**config.mk**
```make
export PLATFORM = sky130hd
export DESIGN_NAME = prog_load_ctrl
export DESIGN_NICKNAME = d
export VERILOG_FILES = /design/src/rtl/prog_load_ctrl.sv
export SDC_FILE = /design/constraint.sdc
export NUM_CORES = 1
export LEC_CHECK = 0
export CELL_PAD_IN_SITES_DETAIL_PLACEMENT = 2
export CELL_PAD_IN_SITES_GLOBAL_PLACEMENT = 2
export CORE_ASPECT_RATIO = 0.75
export CORE_MARGIN = 2
export CORE_UTILIZATION = 35
export DETAILED_ROUTE_END_ITERATION = 8
export MAX_ROUTING_LAYER = met4
export PLACE_DENSITY = 0.82
export SYNTH_ARGS = -nofsm -noshare
export SYNTH_HDL_FRONTEND = slang
export SYNTH_SLANG_ARGS = --single-unit
export TNS_END_PERCENT = 1
```
**constraint.sdc**
```tcl
create_clock -name CLK -period 6.8 [get_ports CLK]
set_input_delay 2.04 -clock CLK [delete_from_list [all_inputs] [get_ports CLK]]
set_output_delay 2.04 -clock CLK [all_outputs]
set_load 0.005 [all_outputs]
```
**src/rtl/prog_load_ctrl.sv**
```systemverilog
// UART program-load sequencer: assembles little-endian words, writes imem and DRAM (via FIFO).
// Optional running word checksum output when PROG_LOAD_CHECKSUM_EN is defined.
module prog_load_ctrl #(
  parameter int ISCALE     = 14,
  parameter int IMAGESCALE = 17,
  parameter int FIFO_LOG   = 2
) (
  input  logic                  CLK,
  input  logic                  RST_X,
  input  logic                  rx_valid,
  input  logic [7:0]            rx_data,
  output logic                  imem_we,
  output logic [ISCALE-1:0]     imem_addr,
  output logic [31:0]           imem_wdata,
  output logic                  dram_req,
  output logic [IMAGESCALE-1:0] dram_addr,
  output logic [31:0]           dram_wdata,
  input  logic                  dram_ack,
  output logic [IMAGESCALE:0]   waddr,
  output logic                  overflow,
`ifdef PROG_LOAD_CHECKSUM_EN
  output logic [31:0]           checksum,
`endif
  output logic                  done
);

  localparam int DEPTH = 1 << FIFO_LOG;
  localparam logic [IMAGESCALE-1:0] LAST_WORD = {IMAGESCALE{1'b1}};

  typedef enum logic [1:0] {LOAD, DRAIN, FINISHED} state_t;

  state_t                  state, state_next;
  logic [1:0]              byte_cnt;
  logic [23:0]             partial;
  logic [IMAGESCALE-1:0]   rcnt;
  logic                    pend_valid;
  logic [IMAGESCALE-1:0]   pend_idx;
  logic [31:0]             pend_word;
  logic [IMAGESCALE+31:0]  fifo_mem [DEPTH];
  logic [FIFO_LOG:0]       wptr, rptr;
  logic [IMAGESCALE+31:0]  head;
  logic                    accept, word_done, fifo_empty, fifo_full, pop, push_ok;
  logic [31:0]             full_word;

  assign accept     = rx_valid && (state == LOAD);
  assign word_done  = accept && (byte_cnt == 2'd3);
  assign full_word  = {rx_data, partial};
  assign fifo_empty = (wptr == rptr);
  assign fifo_full  = (wptr[FIFO_LOG] != rptr[FIFO_LOG]) &&
                      (wptr[FIFO_LOG-1:0] == rptr[FIFO_LOG-1:0]);
  assign pop        = !fifo_empty && dram_ack;
  assign push_ok    = pend_valid && (!fifo_full || pop);
  assign head       = fifo_mem[rptr[FIFO_LOG-1:0]];

  // Request data is forced to zero when idle so nothing stale leaks out after reset.
  assign dram_req   = !fifo_empty;
  assign dram_addr  = fifo_empty ? '0 : head[IMAGESCALE+31:32];
  assign dram_wdata = fifo_empty ? '0 : head[31:0];

  always_comb begin
    state_next = state;
    done       = 1'b0;
    case (state)
      LOAD:     if (pend_valid && (pend_idx == LAST_WORD)) state_next = DRAIN;
      DRAIN:    if (fifo_empty && !pend_valid) state_next = FINISHED;
      FINISHED: done = 1'b1;
      default:  state_next = LOAD;
    endcase
  end

  always_ff @(posedge CLK) begin
    if (!RST_X) begin
      state <= LOAD;
    end else begin
      state <= state_next;
    end
  end

  // A completed word is latched for one cycle: imem sees it now, the FIFO takes it next edge.
  always_ff @(posedge CLK) begin
    if (!RST_X) begin
      byte_cnt   <= 2'd0;
      partial    <= '0;
      rcnt       <= '0;
      pend_valid <= 1'b0;
      pend_idx   <= '0;
      pend_word  <= '0;
      imem_we    <= 1'b0;
      imem_addr  <= '0;
      imem_wdata <= '0;
    end else begin
      imem_we    <= 1'b0;
      pend_valid <= word_done;
      if (accept) begin
        byte_cnt <= byte_cnt + 2'd1;
        case (byte_cnt)
          2'd0:    partial[7:0]   <= rx_data;
          2'd1:    partial[15:8]  <= rx_data;
          2'd2:    partial[23:16] <= rx_data;
          default: begin
            pend_idx   <= rcnt;
            pend_word  <= full_word;
            rcnt       <= rcnt + IMAGESCALE'(1);
            imem_we    <= ((rcnt >> ISCALE) == '0);
            imem_addr  <= ISCALE'(rcnt);
            imem_wdata <= full_word;
          end
        endcase
      end
    end
  end

  always_ff @(posedge CLK) begin
    if (!RST_X) begin
      wptr     <= '0;
      rptr     <= '0;
      waddr    <= '0;
      overflow <= 1'b0;
    end else begin
      if (pop) begin
        rptr  <= rptr + (FIFO_LOG+1)'(1);
        waddr <= waddr + (IMAGESCALE+1)'(1);
      end
      if (push_ok) begin
        wptr <= wptr + (FIFO_LOG+1)'(1);
      end else if (pend_valid) begin
        overflow <= 1'b1;
      end
    end
  end

  always_ff @(posedge CLK) begin
    if (RST_X && push_ok) begin
      fifo_mem[wptr[FIFO_LOG-1:0]] <= {pend_idx, pend_word};
    end
  end

`ifdef PROG_LOAD_CHECKSUM_EN
  // Dropped words still count, so the sum reflects the image as received.
  always_ff @(posedge CLK) begin
    if (!RST_X) begin
      checksum <= '0;
    end else if (word_done) begin
      checksum <= checksum + full_word;
    end
  end
`endif

endmodule

```
==> flow_metrics.tcl <==
set metrics [dict create \
    status "finished clean" \
    via_per_inst 5.24 \
    hold_viol 0 \
    cts_tree "yes" \
    grt_start_max_net_pins 93 \
    drc 0 \
    h-tree-depth 2 \
    arrival_ns 3.06 \
    min_path_type "flop to flop" \
    slowest_stage "inv_2" \
    rr_endpoint "fifo_mem[1][44]" \
    avgSynthCellArea_um2 13.6 \
    path_clk_slew_ns 0.06 \
    clkSinkCount 319 \
    setup_viol 0 \
    fin_setup_tns_ns 0 \
    required_ns 4.76 \
    num-nets-final 1051 \
    via_count 7923 \
    holdPathStages 2 \
    clockRootBuffer "clkbuf_16" \
    end_kind "output pin" \
    clk_path_buf_depth 3 \
    layout_min_cycle_time_ns 5.10 \
    start_util_pct 35.7 \
    syn_area_mm2 0.0125 \
    worstPathCellList "xor2_2 -> nor3_1 -> inv_2 -> and2_1 -> clkdlybuf4s50_1" \
    drtPass1Iterations 5 \
    coreArea_mm2 0.0349 \
    rsz0062_at_grt "no" \
    slew_headroom_pct 28.9 \
    synthToLayoutAreaGrowth_pct 22.7 \
    postRouteAntennaNets 0 \
    irDropWorstVdd_mv 0.132 \
    clkLatencyLatePin_ns 0.53 \
    seq_area_mm2 0.00835 \
    synth_ff_type "edfxtp_1" \
    min_period_over_period_pct 75.0 \
    r2r_slack_ns 3.92 \
    powerDensity_mw_per_mm2 268 \
    cpPeakStageDelay_ns 0.70 \
    finalWirelength_um 34300 \
    yosysSeqAreaShare_pct 66.9 \
    async_flop_share_pct 0 \
    fmax_mhz 196 \
    final_cell_area_mm2 0.0153 \
    ff2ff_path_depth 5 \
    multi_input_area_mm2 0.00376 \
    seqPwrFrac_pct 49.9 \
    totalPowerFinal_mw 4.11 \
    crit_buf_inv 2 \
    finish.utilization_pct 43.8 \
    r2r-start "wptr[0]" \
    cts_made_buffers 34 \
    min_from "partial[21]" \
    start_kind "flop" \
    port_buffers 128 \
    drt_iter0_drc 467 \
    synth_cell_types 44 \
    yosys_warnings 0 \
    critPathKind "flop to output pin" \
    worst-path-max-fanout 54 \
    p_sw_mw 0.829 \
    share_comb_of_total_power_pct 2.0 \
    grt_pass1_wl_um 53300 \
    p_clk_share_pct 48.0 \
    finClkSkew_ns 0.0250 \
    maxCapViolCount 0 \
    whs_endpoint "pend_word[21]" \
    grt_usage_pct 19.2 \
    finalMaxSlewViolations 0 \
    yosys_register_bits 319 \
    die_w_um 222 \
    worst_pin_slew_ns 1.07 \
    cts_hold_buf 0 \
    die_y_um 168 \
    routedWlPerCell_um 22.7 \
    switching_share_pct 20.2 \
    dpl_cell_area_mm2 0.0141 \
    hold_slack_ns 0.442 \
    cts_setup_buffers 0 \
    internal_power_mw 3.28 \
    drive_gt1_share_pct 12.2 \
    gp_congestion 0.739 \
    nFillCells 3435 \
    cts.repair.resized 0 \
    netlist_instances 920 \
    first_global_vias 8667 \
    ios 129 \
    place_hpwl_um 21600 \
    placement_rows 59 \
    diodes 0 \
    antenna_found_initial 0 \
    grt_overflow_total 0 \
    syn-num-nets 943 \
    synth_edf_count 196 \
    cp.depth 5 \
    dieArea_mm2 0.0372 \
    critPathTopFamily "buffers and inverters" \
    leakage_nw 4.90 \
]
[Yosys cell counts (5+ instances only)]
library cell | instances | area, um^2
and2_1 | 52 | 325
edfxtp_1 | 196 | 5890
xnor2_1 | 12 | 105
clkbuf_1 | 36 | 135
or3_1 | 7 | 43.8
nand4_1 | 9 | 56.3
buf_4 | 17 | 128
buf_2 | 6 | 30.0
mux4_2 | 49 | 1100
o21ai_0 | 8 | 40.0
nor4_1 | 6 | 37.5
nor3_1 | 5 | 25.0
nand2_1 | 164 | 616
dfxtp_1 | 123 | 2460
nor2_1 | 24 | 90.1
nand3_1 | 18 | 90.1
o31ai_1 | 11 | 82.6
or4_1 | 12 | 90.1
a21oi_1 | 96 | 480
xor2_1 | 6 | 52.6
inv_1 | 11 | 41.3
ha_1 | 11 | 138
[worst max-delay path by stage]
| stage | from | end | slack, ns |
|---|---|---|---|
| after CTS | wptr[0] | dram_wdata[16] | 1.64 |
| after floorplan | dram_ack | fifo_mem[3][0] | 0.53 |
| after global routing | wptr[0] | dram_wdata[16] | 1.44 |
| after detailed placement | RST_X | fifo_mem[1][42] | 1.55 |
| final | wptr[0] | dram_wdata[16] | 1.70 |
| after global placement | RST_X | fifo_mem[1][43] | 1.69 |
[through the flow]
| step | instances | worst slack (ns) |
|---|---|---|
| after floorplan | 920 | 0.529 |
| after global placement | 1449 | 1.69 |
| after detailed placement | 1449 | 1.55 |
| after CTS | 1511 | 1.64 |
| after global routing | 1511 | 1.44 |
| final | 1511 | 1.70 |
[power by group through the flow]
stage | Combinational, mW | Clock, mW | Sequential, mW
4_1_cts | 0.0851 | 2.02 | 2.05
2_1_floorplan | 0.0511 | 0 | 2.09
5_1_grt | 0.0920 | 2.09 | 2.05
3_3_place_gp | 0.0794 | 0 | 2.09
6_report | 0.0841 | 1.97 | 2.05
3_5_place_dp | 0.0835 | 0 | 2.09
[metal layers]
| metal | part of all wire (%) | GRT usage, % |
|---|---|---|
| met5 | 0 | - |
| met4 | 2.0 | 4.61 |
| met3 | 4.5 | 3.98 |
| met2 | 48 | 31.0 |
| met1 | 46 | 25.0 |
[placed cells by master, fill, tap and decap left out, types with 12 or more instances in the layout]
master,n
dfxtp_1,121
nor2_1,24
mux4_2,49
clkdlybuf4s50_1,128
xnor2_1,12
edfxtp_1,196
nand2_1,164
clkbuf_16,39
nand3_1,18
a21oi_1,96
and2_1,49
or4_1,12
[final cells by class]
class                   instances  share of cell area [%]
flip-flops and latches        319                    54.6
multi-input cells             524                    24.5
repair buffers                137                    8.90
clock buffers                  52                    6.96
well taps                     457                    3.74
clock inverters                10                   0.981
inverters                      12                   0.303
[registers in the layout (all words and copies together), names as in the netlist, 2 cells and up, named ones only]
signal and count:
fifo_mem 196, pend_word 32, partial 24, waddr 18
rcnt 17, imem_addr 13, pend_idx 4, rptr 3
wptr 3, byte_cnt 2, state 2
[logic make-up (layout without fill, tap and decap cells)]
family / after synthesis / count (layout) / share of synthesized area, %
flip-flops: 319 / 319 / 66.9
AND/OR/NAND/NOR: 317 / 317 / 12.4
AO/OA/AOI/OAI: 122 / 122 / 5.55
buffers and inverters: 77 / 211 / 3.18
multiplexers: 53 / 53 / 9.17
XOR/XNOR: 21 / 21 / 1.74
adder cells (fa/ha/maj): 11 / 11 / 1.10
[tightest hold or removal path: stages, from the launching register on]
cell     delay (ns)
dfxtp_1        0.31
nand2_1        0.05
a21oi_1        0.05
No activity file was read; power rests on OpenSTA's default activity.
